### config.mk
export PLATFORM = sky130hd
export DESIGN_NAME = bomb_controller
export DESIGN_NICKNAME = d
export VERILOG_FILES = /design/src/rtl/bomb_pkg.sv /design/src/rtl/bomb_slot.sv /design/src/rtl/bomb_controller.sv
export SDC_FILE = /design/constraint.sdc
export NUM_CORES = 1
export LEC_CHECK = 0
export BUFFER_PORTS_ARGS = -buffer_cell sky130_fd_sc_hd__buf_2
export CAP_MARGIN = 20
export CORE_UTILIZATION = 65
export DETAILED_ROUTE_END_ITERATION = 16
export HOLD_SLACK_MARGIN = 0.06
export PLACE_DENSITY = 0.86
export SLEW_MARGIN = 0
export SYNTH_ARGS = -nofsm -noshare
export SYNTH_HDL_FRONTEND = slang
export SYNTH_SLANG_ARGS = --single-unit
### constraint.sdc
create_clock -name clk -period 5.75 [get_ports clk]
set_input_delay 0.575 -clock clk [delete_from_list [all_inputs] [get_ports clk]]
set_output_delay 0.575 -clock clk [all_outputs]
set_load 0.005 [all_outputs]
### src/rtl/bomb_pkg.sv
// Shared types and helpers for the bomb scheduler: slot states, player indices,
// counter sizing and the Chebyshev blast-radius test.
package bomb_pkg;

    typedef enum logic [1:0] {
        IDLE    = 2'd0,
        ARMED   = 2'd1,
        PENDING = 2'd2
    } slot_state_e;

    localparam logic RED  = 1'b0;
    localparam logic BLUE = 1'b1;

    // Counter width large enough to hold both the fuse and the stun load values.
    function automatic int cnt_width(input int f, input int s);
        int m;
        m = (f > s) ? f : s;
        return $clog2(m + 1);
    endfunction

    // Distances are taken as 5-bit magnitudes so the grid edge never wraps.
    function automatic logic in_blast(input logic [3:0] bx, input logic [3:0] by,
                                      input logic [3:0] px, input logic [3:0] py,
                                      input int radius);
        logic [4:0] dx;
        logic [4:0] dy;
        dx = (bx >= px) ? ({1'b0, bx} - {1'b0, px}) : ({1'b0, px} - {1'b0, bx});
        dy = (by >= py) ? ({1'b0, by} - {1'b0, py}) : ({1'b0, py} - {1'b0, by});
        return (int'(dx) <= radius) && (int'(dy) <= radius);
    endfunction

endpackage

### src/rtl/bomb_slot.sv
// One player's bomb slot: arms on an accepted drop, runs the fuse, then waits
// in PENDING until the shared evaluator grants it.
module bomb_slot
    import bomb_pkg::*;
#(
    parameter int F_CYC = 1000,
    parameter int CNT_W = 11
) (
    input  logic       clk,
    input  logic       reset,
    input  logic       i_drop,
    input  logic       i_stun,
    input  logic [3:0] i_x,
    input  logic [3:0] i_y,
    input  logic       i_grant,
    output logic       o_req,
    output logic       o_active,
    output logic [3:0] o_x,
    output logic [3:0] o_y
);

    slot_state_e      r_state;
    slot_state_e      w_state_nxt;
    logic [CNT_W-1:0] r_cnt;
    logic [CNT_W-1:0] w_cnt_nxt;
    logic [3:0]       r_x;
    logic [3:0]       r_y;
    logic [3:0]       w_x_nxt;
    logic [3:0]       w_y_nxt;

    // State, fuse counter and latched position registers.
    always_ff @(posedge clk) begin
        if (reset) begin
            r_state <= IDLE;
            r_cnt   <= {CNT_W{1'b0}};
            r_x     <= 4'd0;
            r_y     <= 4'd0;
        end else begin
            r_state <= w_state_nxt;
            r_cnt   <= w_cnt_nxt;
            r_x     <= w_x_nxt;
            r_y     <= w_y_nxt;
        end
    end

    // Next-state logic; drops outside IDLE or while stunned fall through untouched.
    always_comb begin
        w_state_nxt = r_state;
        w_cnt_nxt   = r_cnt;
        w_x_nxt     = r_x;
        w_y_nxt     = r_y;
        case (r_state)
            IDLE: begin
                if (i_drop && !i_stun) begin
                    w_state_nxt = ARMED;
                    w_cnt_nxt   = CNT_W'(F_CYC - 1);
                    w_x_nxt     = i_x;
                    w_y_nxt     = i_y;
                end else begin
                    w_state_nxt = IDLE;
                end
            end
            ARMED: begin
                if (r_cnt == {CNT_W{1'b0}}) begin
                    w_state_nxt = PENDING;
                end else begin
                    w_cnt_nxt = r_cnt - {{(CNT_W-1){1'b0}}, 1'b1};
                end
            end
            PENDING: begin
                if (i_grant) begin
                    w_state_nxt = IDLE;
                end else begin
                    w_state_nxt = PENDING;
                end
            end
            default: begin
                w_state_nxt = IDLE;
            end
        endcase
    end

    assign o_req    = (r_state == PENDING);
    assign o_active = (r_state != IDLE);
    assign o_x      = r_x;
    assign o_y      = r_y;

endmodule

### src/rtl/bomb_controller.sv
// Bomb scheduler top: two bomb slots, a round-robin blast evaluator that hit-tests
// both players, and per-player stun timers.
module bomb_controller
    import bomb_pkg::*;
#(
    parameter int TICKS_PER_SEC = 500,
    parameter int FUSE_SEC      = 2,
    parameter int STUN_SEC      = 2,
    parameter int RADIUS        = 1
) (
    input  logic       clk,
    input  logic       reset,
    input  logic       red_drop,
    input  logic       blue_drop,
    input  logic [3:0] red_x,
    input  logic [3:0] red_y,
    input  logic [3:0] blue_x,
    input  logic [3:0] blue_y,
    output logic       red_bomb_active,
    output logic       blue_bomb_active,
    output logic [3:0] red_bomb_x,
    output logic [3:0] red_bomb_y,
    output logic [3:0] blue_bomb_x,
    output logic [3:0] blue_bomb_y,
    output logic       red_blast,
    output logic       blue_blast,
    output logic       red_stun,
    output logic       blue_stun
);

    localparam int F     = FUSE_SEC * TICKS_PER_SEC;
    localparam int S     = STUN_SEC * TICKS_PER_SEC;
    localparam int CNT_W = cnt_width(F, S);

    logic             w_red_req;
    logic             w_blue_req;
    logic             w_grant_red;
    logic             w_grant_blue;
    logic             w_any_grant;
    logic             w_tie;
    logic [3:0]       w_bx;
    logic [3:0]       w_by;
    logic             w_red_hit;
    logic             w_blue_hit;
    logic             w_red_stun;
    logic             w_blue_stun;
    logic             r_last_grant;
    logic [CNT_W-1:0] r_red_stun_cnt;
    logic [CNT_W-1:0] r_blue_stun_cnt;
    logic             r_red_blast;
    logic             r_blue_blast;

    assign w_red_stun  = (r_red_stun_cnt != {CNT_W{1'b0}});
    assign w_blue_stun = (r_blue_stun_cnt != {CNT_W{1'b0}});

    bomb_slot #(.F_CYC(F), .CNT_W(CNT_W)) u_red_slot (
        .clk      (clk),
        .reset    (reset),
        .i_drop   (red_drop),
        .i_stun   (w_red_stun),
        .i_x      (red_x),
        .i_y      (red_y),
        .i_grant  (w_grant_red),
        .o_req    (w_red_req),
        .o_active (red_bomb_active),
        .o_x      (red_bomb_x),
        .o_y      (red_bomb_y)
    );

    bomb_slot #(.F_CYC(F), .CNT_W(CNT_W)) u_blue_slot (
        .clk      (clk),
        .reset    (reset),
        .i_drop   (blue_drop),
        .i_stun   (w_blue_stun),
        .i_x      (blue_x),
        .i_y      (blue_y),
        .i_grant  (w_grant_blue),
        .o_req    (w_blue_req),
        .o_active (blue_bomb_active),
        .o_x      (blue_bomb_x),
        .o_y      (blue_bomb_y)
    );

    assign w_tie = w_red_req && w_blue_req;

    // Single-grant evaluator; ties go to the slot that did not win the previous tie.
    always_comb begin
        w_grant_red  = 1'b0;
        w_grant_blue = 1'b0;
        if (w_tie) begin
            if (r_last_grant == BLUE) begin
                w_grant_red = 1'b1;
            end else begin
                w_grant_blue = 1'b1;
            end
        end else begin
            w_grant_red  = w_red_req;
            w_grant_blue = w_blue_req;
        end
    end

    // Only contended grants move the pointer; the loser's follow-up solo grant does
    // not, so consecutive simultaneous pairs alternate which colour blasts first.
    always_ff @(posedge clk) begin
        if (reset) begin
            r_last_grant <= BLUE;
        end else if (w_tie) begin
            r_last_grant <= w_grant_red ? RED : BLUE;
        end else begin
            r_last_grant <= r_last_grant;
        end
    end

    assign w_any_grant = w_grant_red || w_grant_blue;
    assign w_bx        = w_grant_red ? red_bomb_x : blue_bomb_x;
    assign w_by        = w_grant_red ? red_bomb_y : blue_bomb_y;
    assign w_red_hit   = w_any_grant && in_blast(w_bx, w_by, red_x, red_y, RADIUS);
    assign w_blue_hit  = w_any_grant && in_blast(w_bx, w_by, blue_x, blue_y, RADIUS);

    // Stun timers: a hit reloads to the full length, otherwise count down to zero.
    always_ff @(posedge clk) begin
        if (reset) begin
            r_red_stun_cnt  <= {CNT_W{1'b0}};
            r_blue_stun_cnt <= {CNT_W{1'b0}};
        end else begin
            if (w_red_hit) begin
                r_red_stun_cnt <= CNT_W'(S);
            end else if (w_red_stun) begin
                r_red_stun_cnt <= r_red_stun_cnt - {{(CNT_W-1){1'b0}}, 1'b1};
            end else begin
                r_red_stun_cnt <= r_red_stun_cnt;
            end
            if (w_blue_hit) begin
                r_blue_stun_cnt <= CNT_W'(S);
            end else if (w_blue_stun) begin
                r_blue_stun_cnt <= r_blue_stun_cnt - {{(CNT_W-1){1'b0}}, 1'b1};
            end else begin
                r_blue_stun_cnt <= r_blue_stun_cnt;
            end
        end
    end

    // Blast pulses follow the grant by one edge, aligned with the slot leaving PENDING.
    always_ff @(posedge clk) begin
        if (reset) begin
            r_red_blast  <= 1'b0;
            r_blue_blast <= 1'b0;
        end else begin
            r_red_blast  <= w_grant_red;
            r_blue_blast <= w_grant_blue;
        end
    end

    assign red_blast  = r_red_blast;
    assign blue_blast = r_blue_blast;
    assign red_stun   = w_red_stun;
    assign blue_stun  = w_blue_stun;

endmodule
# After elaboration in Yosys (flattened, before gate mapping)
# Index checks and enable logic that the tools add are counted.
# op_classes
add_sub_neg,12
order_cmp,8
n_eq_ne,10
mux,29
reduce_logical,28
# op_table
cell,n
2-to-1 mux 10 bit,8
one-hot mux 10 bit (2 select lines),2
"subtractor 10 x 1 -> 10 bit, second input constant",4
subtractor 4 x 4 -> 5 bit,8
"<= comparator 5 x 1 -> 1 bit, second input constant",4
logical NOT 10 bit,2
2-to-1 mux 5 bit,4
nonzero test 10 bit,2
>= comparator 4 bit,4
one-hot mux 2 bit (3 select lines),2
nonzero test 2 bit,6
2-to-1 mux 2 bit,4
2-to-1 mux 4 bit,2
"inequality test 2 x 1 -> 1 bit, second input constant",4
logical AND 1 bit,7
2-to-1 mux 1 bit,7
AND reduction 3 bit,2
"equality test 2 x 1 -> 1 bit, second input constant",2
"equality test 2 bit, second input constant",2
logical NOT 2 bit,2
"inequality test 2 bit, second input constant",2
AND reduction 2 bit,2
OR reduction 2 bit,2
logical NOT 1 bit,2
logical OR 1 bit,1
# word_totals
reg_bits,63

# Longest topological paths before layout
# logic_depth
depth_word,10
mapped_depth,14

# By module
# A second synthesis with hierarchy kept.
# unflattened
hier_cells,528
hier_area_um2,4346.7
# modules_own_cells
mod,instances,cells_per_inst,area_each_um2
bomb_controller,1,315,2542.4
bomb_slot at u_blue_slot,1,108,907.1
bomb_slot at u_red_slot,1,105,897.1

# Worst setup path after synthesis
# No wires, ideal clock.
# synth_timing
path_kind,register -> register
from,register u_blue_slot.r_state[0]
to,register r_red_stun_cnt[2]
setup_ns,0.116
arrival_ns,3.593
path_slack_ns,2.042
path_stages_with_launch,14
path_buffers,1
synth_period_minus_slack_ns,3.708
cell_sequence,dfxtp_1 -> nand2b_1 -> nor2_1 -> nor2_1 -> mux2_2 -> ha_1 -> fa_1 -> nand2b_1 -> o21ba_1 -> a31oi_1 -> or4_1 -> or4_1 -> buf_6 -> and3_1
# synth_via
elab_chain_cells,10
word_cells_on_any_way,20
classes_between,add/sub: 4; order compare: 4; eq/ne: 1; mux: 6; reduce/logical: 5
# synth_rtl
item,line_no,text
from (decl),bomb_slot.sv:22,slot_state_e r_state;
from (signal assigned),bomb_slot.sv:39,r_state <= w_state_nxt;
equality test 2 bit *,bomb_slot.sv:83,assign o_req = (r_state == PENDING);
logical AND 1 bit,bomb_controller.sv:84,assign w_tie = w_red_req && w_blue_req;
2-to-1 mux 1 bit,bomb_controller.sv:90,if (w_tie) begin
"2-to-1 mux 4 bit, on equally long branches","bomb_controller.sv:115, bomb_controller.sv:116",
subtractor 4 x 4 -> 5 bit (tied with other cells),bomb_pkg.sv:27,"dx = (bx >= px) ? ({1'b0, bx} - {1'b0, px}) : ({1'b0, px} - {1'b0, bx});"
"2-to-1 mux 5 bit, on equally long branches","bomb_pkg.sv:27, bomb_pkg.sv:28",
<= comparator 5 x 1 -> 1 bit,bomb_pkg.sv:29,return (int'(dx) <= radius) && (int'(dy) <= radius);
logical AND 1 bit,bomb_pkg.sv:29,
logical AND 1 bit *,bomb_controller.sv:117,"assign w_red_hit = w_any_grant && in_blast(w_bx, w_by, red_x, red_y, RADIUS);"
OR reduction 2 bit (no source line) *,--,
to (signal assigned),bomb_controller.sv:123,r_red_stun_cnt <= {CNT_W{1'b0}};
to (signal assigned),bomb_controller.sv:127,r_red_stun_cnt <= CNT_W'(S);
to (signal assigned),bomb_controller.sv:129,"r_red_stun_cnt <= r_red_stun_cnt - {{(CNT_W-1){1'b0}}, 1'b1};"
to (decl),bomb_controller.sv:48,logic [CNT_W-1:0] r_red_stun_cnt;
# Mark *: on every way between the ends. The rest lies on a longest branch, timed or not.
# A chain may end at the register's enable or synchronous reset.

# Worst setup path after layout
# Same ends and word-level chain as after synthesis.

==> reports/qor.txt <==
GPL Wtd Cong -> 0.928
pwr/cell area -> 469 mW/mm^2
nets -> 617
Startpoint Class -> flop
later-pin clock latency in the skew report -> 370 ps
Synth Cell Area -> 0.00430 sq mm
overall power -> 0.00222 W
CP cell instances -> nand2b_1, nor2_1, nor2_1, mux2_2, ha_1, fa_1, nor2b_1, a21oi_1, a2111oi_0, or4_1, or4_1, and3_1
Worst Setup End Kind -> flop
ant diodes -> 0
Ys Warns -> 0
share of cells above drive strength 1 -> 0.143
DRC -> 0
Ports -> 42
Slowest cell on crit path -> or4_1
area grow syn2layout -> 9.92%
DRT iter0 DRCs -> 202
CP top delay family -> simple AND/OR/NAND/NOR gates
final hold vios -> 0
Routed Antenna Nets -> 0
DP Worst Slack -> 1390 ps
Max Cap Viol -> 0
Largest stage delay, worst path -> 700 ps
crit path DAT -> 4700 ps
GRT Util Overall -> 0.302
Post-CTS Setup Bufs -> 0
LEAKAGE -> 2.05 nW
routed len/inst -> 16.1 microns
die height -> 83.3 microns
CTS Hold Bufs -> 0
Post-Route Setup TNS -> 0 ps
unrepaired setup endpoints after global routing -> false
remaining global-route overflow -> 0
slew margin rel. -> 0.320
core area -> 0.00635 sq mm
Final Util -> 0.744
Synth Instances -> 518
depth of the CTS H-tree -> 3
post-cts sizing count -> 0
TritonRoute pass-1 iters -> 5
post-route insts no fill -> 635
Synth Register Bits -> 63
crit path kind -> reg2reg
unique cell type count in the Yosys netlist -> 64
Site Rows -> 29
detailed-route vias per instance -> 6.05
clock sink total -> 63
via count -> 3842
Final Max Slew Viols -> 0
Fillers -> 468
clock skew -> 7.25 ps
Post-synth EDFFs -> 0
setup slack after layout -> 1310 ps
clock slew at reported path FFs -> 70 ps
ys async rst share -> 0
crit-path max FO -> 10
largest net degree at the start of global routing -> 59
Crit path required time -> 6010 ps
starting density of the core -> 0.677
highest clock rate -> 225 MHz
Synth Flop Type -> dfxtp_1
Worst-Margin Slew -> 1010 ps
Seq/Total Area, Yosys -> 0.293
placed insts -> 619
final setup fails -> 0
Final Cycle Share -> 0.773
Die X -> 83.3 microns
Root Driver -> clkbuf_8
Final min period -> 4440 ps
TritonCTS clock tree -> yes
initial antenna violation count -> 0
Peak VDD IR -> 0.000342 V
hold crit path type -> in2reg
Clock Tree Buf Depth -> 2
port bufs -> 41
DP HPWL -> 7550 microns
first-pass GRT wire length -> 16800 microns
final WL -> 10200 microns
Die ar. -> 0.00694 sq mm
Post-Syn Nets -> 582
cts bufs inserted -> 9
Crit path buffers/inverters -> 0
vias in the first global route -> 3636
outcome -> finished clean
Syn Area/Cell -> 8.30 sq um
## through the flow
stage	area [sq um]	hold WS, ps
2_1_floorplan	4300	445
3_3_place_gp	4520	456
3_5_place_dp	4520	465
4_1_cts	4730	471
5_1_grt	4730	486
6_report	4730	464
## synth_stat cells, types with 9 or more instances
cell type / n / area (sq um)
xnor2_1: 17 / 149
a21oi_1: 47 / 235
nor2b_1: 14 / 87.6
dfxtp_1: 63 / 1260
nor3_1: 21 / 105
nand2b_1: 12 / 75.1
nand2_1: 52 / 195
ha_1: 36 / 450
inv_1: 49 / 184
o21ai_0: 9 / 45.0
clkbuf_1: 12 / 45.0
nor2_1: 28 / 105
nor4_1: 9 / 56.3
xor2_1: 9 / 78.8
## flip-flops by register name (all words and copies together) (netlist names)
register and cells:
u_blue_slot.o_y 4, r_blue_stun_cnt 10, blue_blast 1, u_red_slot.r_state 2, u_blue_slot.o_x 4, u_red_slot.o_x 4
r_red_stun_cnt 10, red_blast 1, u_red_slot.r_cnt 10, u_red_slot.o_y 4, r_last_grant 1, u_blue_slot.r_cnt 10
u_blue_slot.r_state 2
## layer usage
layer	track usage	routed length, microns
met5	0	0
met4	0.118	246
met3	0.0497	479
met2	0.532	4950
met1	0.366	4530
## power breakdown
part / internal [W] / switching, W
clock: 0.000223 / 0.000185
combinational: 0.000482 / 0.000631
sequential: 0.000575 / 0.000123
## final timing paths
check / startpoint / end / slack [ps] / cells past startpoint
worst max-delay path: u_blue_slot.r_state[0]$_SDFFE_PP0P_ / r_red_stun_cnt[2]$_SDFFE_PP0P_ / 1310 / 12
worst min-delay path: red_y[0] / u_red_slot.o_y[0]$_SDFFE_PP0P_ / 460 / 3
worst min register to register: u_blue_slot.o_x[2]$_SDFFE_PP0P_ / u_blue_slot.o_x[2]$_SDFFE_PP0P_ / 470 / 2
worst max register to register: u_blue_slot.r_state[0]$_SDFFE_PP0P_ / r_red_stun_cnt[2]$_SDFFE_PP0P_ / 1310 / 12
## cell usage in the layout, fill, tap and decap left out, drive strengths merged, types with 11 or more instances in the layout
cell | Yosys | layout
inv | 49 | 49
clkbuf | 12 | 11
ha | 36 | 36
nor3 | 21 | 21
buf | 6 | 42
nand2 | 52 | 52
nand2b | 12 | 12
nor2 | 28 | 28
nor2b | 15 | 15
a21oi | 49 | 49
xnor2 | 17 | 17
dfxtp | 63 | 63
## final cells by class
cell class / count / area [sq um] / share of cell area
clock inverters: 5 / 56.3 / 0.0119
multi-input cells: 388 / 2760 / 0.585
clock buffers: 11 / 151 / 0.0320
repair buffers: 42 / 213 / 0.0450
inverters: 49 / 184 / 0.0389
flip-flops and latches: 63 / 1260 / 0.267
well taps: 77 / 96.3 / 0.0204
## worst register-to-register path, delay by kind of cell (launching register included)
family	cells	cell delay, ps
mux	1	440
flops	1	370
compound gates	2	270
fa+ha+maj	2	660
simple gates	7	2600
## kinds of logic (layout without fill, tap and decap cells)
group | after synthesis | after routing | share of synthesized area
muxes | 14 | 14 | 0.0349
DFF | 63 | 63 | 0.293
AOI/OAI and AO/OA | 116 | 116 | 0.178
buffers and inverters | 67 | 107 | 0.0652
adders and majority gates | 44 | 44 | 0.142
and+or+nand+nor | 188 | 188 | 0.233
xor gates and xnor gates | 26 | 26 | 0.0530
(Power assumes the default switching activity.)
